### config.mk
export PLATFORM = sky130hd
export DESIGN_NAME = uart_multi_pop_tx
export DESIGN_NICKNAME = d
export VERILOG_FILES = /design/src/rtl/uart_multi_pop_tx.sv
export SDC_FILE = /design/constraint.sdc
export NUM_CORES = 1
export LEC_CHECK = 0
export BUFFER_PORTS_ARGS = -buffer_cell sky130_fd_sc_hd__clkbuf_2
export CORE_MARGIN = 5
export CORE_UTILIZATION = 28
export DETAILED_ROUTE_END_ITERATION = 6
export SYNTH_ARGS = -nofsm -noshare
export SYNTH_HDL_FRONTEND = slang
export SYNTH_SLANG_ARGS = --single-unit
### constraint.sdc
create_clock -name clk -period 3.4 [get_ports clk]
set_input_delay 0.34 -clock clk [delete_from_list [all_inputs] [get_ports clk]]
set_output_delay 0.34 -clock clk [all_outputs]
set_load 0.05 [all_outputs]
### src/rtl/uart_multi_pop_tx.sv
// Drains up to N words per pop from the multi-pop TX FIFO and serializes each
// as a start bit, W data bits LSB first, and one stop bit on tx.
module uart_multi_pop_tx #(
   parameter  int W            = 8,
   parameter  int N            = 2,
   parameter  int CLKS_PER_BIT = 16,
   localparam int WN           = $clog2(N + 1)
) (
   input  logic                clk,
   input  logic                rst,
   input  logic                enable,
   input  logic [WN-1:0]       can_pop,
   input  logic [N-1:0][W-1:0] pop_data,
   output logic [WN-1:0]       pop,
   output logic                tx,
   output logic                busy
);

   localparam int IW = (N > 1) ? $clog2(N) : 1;
   localparam int BW = (CLKS_PER_BIT > 1) ? $clog2(CLKS_PER_BIT) : 1;
   localparam int DW = (W > 1) ? $clog2(W) : 1;

   typedef enum logic [1:0] {
      IDLE  = 2'd0,
      START = 2'd1,
      DATA  = 2'd2,
      STOP  = 2'd3
   } state_t;

   state_t               state_q, state_d;
   logic [WN-1:0]        cnt_q, cnt_d;
   logic [IW-1:0]        idx_q, idx_d;
   logic [BW-1:0]        baud_q, baud_d;
   logic [DW-1:0]        bitn_q, bitn_d;
   logic                 tx_q, tx_d;
   logic [N-1:0][W-1:0]  word_buf_q, word_buf_d;
   logic                 baud_wrap;

   // Unsigned clamp of the FIFO's available count to the batch size.
   function automatic logic [WN-1:0] clamp_pop(input logic [WN-1:0] avail);
      if (avail > WN'(N)) return WN'(N);
      return avail;
   endfunction

   assign baud_wrap = (baud_q == BW'(CLKS_PER_BIT - 1));

   always_comb begin
      state_d    = state_q;
      cnt_d      = cnt_q;
      idx_d      = idx_q;
      baud_d     = baud_q;
      bitn_d     = bitn_q;
      word_buf_d = word_buf_q;
      pop        = '0;

      case (state_q)
         IDLE: begin
            // No words are consumed while reset is held.
            if (enable && (can_pop != '0) && !rst) begin
               pop = clamp_pop(can_pop);
               for (int i = 0; i < N; i++) begin
                  if (i < int'(pop)) word_buf_d[i] = pop_data[i];
               end
               cnt_d   = pop;
               idx_d   = '0;
               baud_d  = '0;
               state_d = START;
            end
         end
         START: begin
            baud_d = baud_wrap ? '0 : baud_q + BW'(1);
            if (baud_wrap) begin
               bitn_d  = '0;
               state_d = DATA;
            end
         end
         DATA: begin
            baud_d = baud_wrap ? '0 : baud_q + BW'(1);
            if (baud_wrap) begin
               if (bitn_q == DW'(W - 1)) state_d = STOP;
               else                      bitn_d  = bitn_q + DW'(1);
            end
         end
         STOP: begin
            baud_d = baud_wrap ? '0 : baud_q + BW'(1);
            if (baud_wrap) begin
               cnt_d   = cnt_q - WN'(1);
               idx_d   = idx_q + IW'(1);
               state_d = (cnt_q != WN'(1)) ? START : IDLE;
            end
         end
         default: state_d = IDLE;
      endcase

      // tx is registered from the next state so the start bit appears the
      // cycle right after the pop.
      case (state_d)
         START:   tx_d = 1'b0;
         DATA:    tx_d = word_buf_d[idx_d][bitn_d];
         default: tx_d = 1'b1;
      endcase
   end

   always_ff @(posedge clk or posedge rst) begin
      if (rst) begin
         state_q <= IDLE;
         cnt_q   <= '0;
         idx_q   <= '0;
         baud_q  <= '0;
         bitn_q  <= '0;
         tx_q    <= 1'b1;
      end else begin
         state_q <= state_d;
         cnt_q   <= cnt_d;
         idx_q   <= idx_d;
         baud_q  <= baud_d;
         bitn_q  <= bitn_d;
         tx_q    <= tx_d;
      end
   end

   // Buffered words are only meaningful while a batch is active.
   always_ff @(posedge clk) begin
      word_buf_q <= word_buf_d;
   end

   assign tx   = tx_q;
   assign busy = (state_q != IDLE);

endmodule
# After elaboration in Yosys (flattened, before gate mapping)
# Cells that the tools add are included.
[totals] reg_bits=29 inputBits=21 wordCells=74
[op_classes] addsub=4 magnitude_cmp=5 n_eq_ne=10 n_mux=38 reduce_logical=9
[ops] op="$mux 16" count=2
[ops] op="$mux 8" count=4
[ops] op="$mux 2" count=13
[ops] op="$mux 3" count=3
[ops] op="$mux 4" count=2
[ops] op="$pmux 2 s4" count=1
[ops] op="$pmux 4 s2" count=1
[ops] op="$mux 1" count=7
[ops] op="$eq 2x2->1 const B" count=3
[ops] op="$pmux 3 s2" count=1
[ops] op="$reduce_bool 2->1" count=3
[ops] op="$add 4x1->4 const B" count=1
[ops] op="$eq 2x1->1 const B" count=2
[ops] op="$eq 4x4->1 const B" count=1
[ops] op="$lt 1x2->1 const A" count=2
[ops] op="$lt 3x4->1 const B" count=1
[ops] op="$ne 2x2->1 const B" count=2
[ops] op="$pmux 1 s2" count=2
[ops] op="$pmux 2 s2" count=1
[ops] op="$add 3x1->3 const B" count=1
[ops] op="$bmux 1 s3" count=1
[ops] op="$eq 3x3->1 const B" count=1
[ops] op="$reduce_and 3->1" count=1
[ops] op="$reduce_or 3->1" count=1
[ops] op="other kinds (8)" count=9

# Depth between registers and ports, before layout
[depth] ltp_word=17 ltp_mapped=11 mapped_depth_nobuf=10

# Least setup slack after synthesis
# Ideal clock, no wire load.
[synth_path] path_type="flip-flop to output port" startpoint="register state_q[0]" endpoint="output pop[0]" arrival_ns=1.901 required_ns=3.060 path_slack_ns=1.159 path_stages_with_launch=5 path_buffers=0 cell_sequence="dfrtp_1 -> inv_1 -> ha_1 -> nand3b_1 -> nor3_1"
[synth_between] elab_chain_len=2
[synth_rtl] item="from (decl)" line_no="30" source="state_t state_q, state_d;"
[synth_rtl] item="from (signal assigned)" line_no="113" source="state_q <= state_d;"
[synth_rtl] item="$logic_not 2->1" line_no="56" source="case (state_q)"
[synth_rtl] item="$mux 2" line_no="56"
[synth_rtl] item="to (decl)" line_no="14" source="output logic [WN-1:0] pop,"
# Every way passes these cells.

==> metrics.cfg <==
[timing]
worst_pin_slew_ns=0.527
finalSetupViolCount=0
drv_slew=0
period_share_pct=74.9
relSlewSlack_pct=64.8
fin_skew_ns=0.00971
final.min_clock_period_ns=2.55
finalSetupTns_ns=0
max_freq_mhz=393
final-hold-violation-count=0
rsz0062_at_grt=false

[power]
switching_power_mw=0.151
cellLeakagePower_nw=0.931
p_sw_share_pct=23.5
powerDensity_nw_per_um2=338
ir_worst_vdd_mv=0.189
seq_power_share_pct=53.1
p_int_mw=0.493
p_comb_share_pct=3.1
pwr-share-clk_pct=43.8
power_mw=0.644

[grt]
grt_pass1_wl_mm=5.72
track_usage_pct=9.68
grt_overflow_total=0
grt_antenna_before_repair=0
first_global_vias=1228
grt_max_degree=14

[critical_path]
crit_fanout=13
crit_type=flop to flop
cp_cell_sequence=inv_1, ha_1, nand3b_1, nor2_2, mux2_2, mux2i_1, mux2i_1, a22oi_1, o211ai_2
cp.arrival_ns=2.74
end_kind=flop
crit_required_ns=3.59
critPathMostFrequentCell=mux2i_1
startpoint_type=flop
slowest_stage=ha_1
critPathMaxStageDelay_ns=0.46

[floorplan]
initial_core_util_pct=29.3
ios=25
rows=27
die_h_microns=86.5
die-area_sq_um=7490
coreArea_sq_um=5610
die_w_microns=86.5

[status]
outcome=completed

[detailed_routing]
avgRoutedWirePerCell_microns=13.0
drt_iter0_drc=51
vias=1240
wl_mm=3.39
firstDrtPassIters=4
viasPerCell=4.75
drc_errors=0
postRouteAntennaNets=0

[synth]
netlist_area_sq_um=1640
syn-num-nets=189
synth.avg_cell_area_sq_um=10.2
synth_warnings=0
ys.flop_type=dfxtp_1
synth_seq_cells=29
synth.most_common_cell=dfxtp_1
synth_area_leaders=dfxtp_1 20%, dfrtp_1 18%, mux2_2 9.6%
synth-edff-count=0
synth_commonest_cells=16 x dfxtp_1, 14 x mux2_2, 13 x inv_1, 13 x o21ai_0, 12 x dfrtp_1
ys_seq_area_share_pct=39.4
synth_top_area_share_pct=19.5
yosys.cell_types.count=43
synthCells=161
synth.largest_area_cell=dfxtp_1
synthArstFlopShare_pct=44.8

[clock_network]
post_cts_buffers=0
post_cts_resized=0
clockRootBuffer=clkbuf_8
clk_pin_slew_ns=0.07
clk_latency_ns=0.29
cts_sinks=29
clk_path_buf_depth=2
cts_buffers=5
cts_tree=built
ctsHoldBuffers=0
htree_levels=2

[final_layout]
syn2layout_area_growth_pct=16.2
final_core_util_pct=34.0
diodes=0
drive_gt1_share_pct=34.4
nets=216

[placed_design]
port_buffers=24
dp_hpwl_mm=2.66
gp_congestion=0.799

[flow_run]
drv_cap=0

[min_path]
hold_class=input pin to async pin

## final cells by class
type | instances | area, sq um
multi-input combinational | 114 | 911
sequential | 29 | 647
tap | 72 | 90.1
clock inverter | 3 | 17.5
timing repair buffer | 24 | 120
inverter | 14 | 52.6
clock buffer | 5 | 68.8
fill | 609 | 3700
## worst max-delay path: cells and delay by family, from the launching register on
kind	cells	cell delay [ns]
AO/OA/AOI/OAI	2	0.31
adder cells (fa/ha/maj)	1	0.46
buffers and inverters	1	0.11
flip-flops	1	0.43
multiplexers	3	0.61
AND/OR/NAND/NOR	2	0.54
## power by group through the flow
stage	clock network (mW)	logic, mW	registers [mW]
2_1_floorplan	0	0.00568	0.349
5_1_grt	0.309	0.0225	0.342
3_3_place_gp	0	0.0208	0.349
3_5_place_dp	0	0.0206	0.349
4_1_cts	0.291	0.0207	0.342
6_report	0.282	0.0201	0.342
## state kept, by name, summed over array words and instances, names as in the netlist
name / cells
state_q: 2
baud_q: 4
bitn_q: 3
cnt_q: 2
tx: 1
word_buf_q: 16
idx_q: 1
## final timing paths
path,start,endpoint,slack [ns],cells past startpoint
worst max-delay path,state_q[1]$_DFF_PP0_,tx$_DFF_PP1_,0.85,9
worst min-delay path,rst,bitn_q[0]$_DFF_PP0_,0.10,2
worst max register to register,state_q[1]$_DFF_PP0_,tx$_DFF_PP1_,0.85,9
worst min register to register,word_buf_q[9]$_DFF_P_,word_buf_q[9]$_DFF_P_,0.47,2
max in group asynchronous,rst,tx$_DFF_PP1_,2.92,2
min in group clk,pop_data[9],word_buf_q[9]$_DFF_P_,0.28,3
## layout by cell type, fill, tap and decap left out, types with 2 or more instances in the layout
cell type,count
clkbuf_2,24
dfxtp_1,16
mux2_2,14
o21ai_0,13
inv_1,13
dfrtp_1,12
nand2_1,11
mux2i_1,11
a21oi_1,10
ha_1,7
nor2_1,5
clkbuf_8,5
nor2_2,3
nand2b_1,3
nand3_1,3
nand4_1,2
a22o_1,2
a31oi_1,2
nor3_1,2
and3_4,2
a22oi_1,2
xnor2_1,2
o211ai_2,2
clkinv_2,2
## per-stage QoR
| stage | setup WS (ns) | instances | hold slack [ns] | cell area (sq um) |
|---|---|---|---|---|
| after floorplan | 1.16 | 161 | 0.216 | 1640 |
| final | 0.853 | 261 | 0.105 | 1910 |
| after global placement | 0.947 | 253 | 0.426 | 1820 |
| after CTS | 0.802 | 261 | 0.121 | 1910 |
| after global routing | 0.519 | 261 | 0.141 | 1910 |
| after detailed placement | 0.822 | 253 | 0.430 | 1820 |
## per-layer routing
metal	part of all wire [%]	GRT usage (%)	vias to the layer above
met5	0	0	-
li1	-	-	634
met2	48	16.3	21
met3	4.4	3.52	10
met4	1.8	3.68	0
met1	46	11.1	575
## kinds of logic after synthesis
family                   count (synthesis)  share of synthesized area (%)
adder cells (fa/ha/maj)                  7                           5.34
buffers and inverters                   18                           5.03
AO/OA/AOI/OAI                           42                           18.2
AND/OR/NAND/NOR                         38                           14.6
flip-flops                              29                           39.4
XOR/XNOR                                 2                           1.07
multiplexers                            25                           16.3
Note: power is estimated with default switching activity, not from simulation.
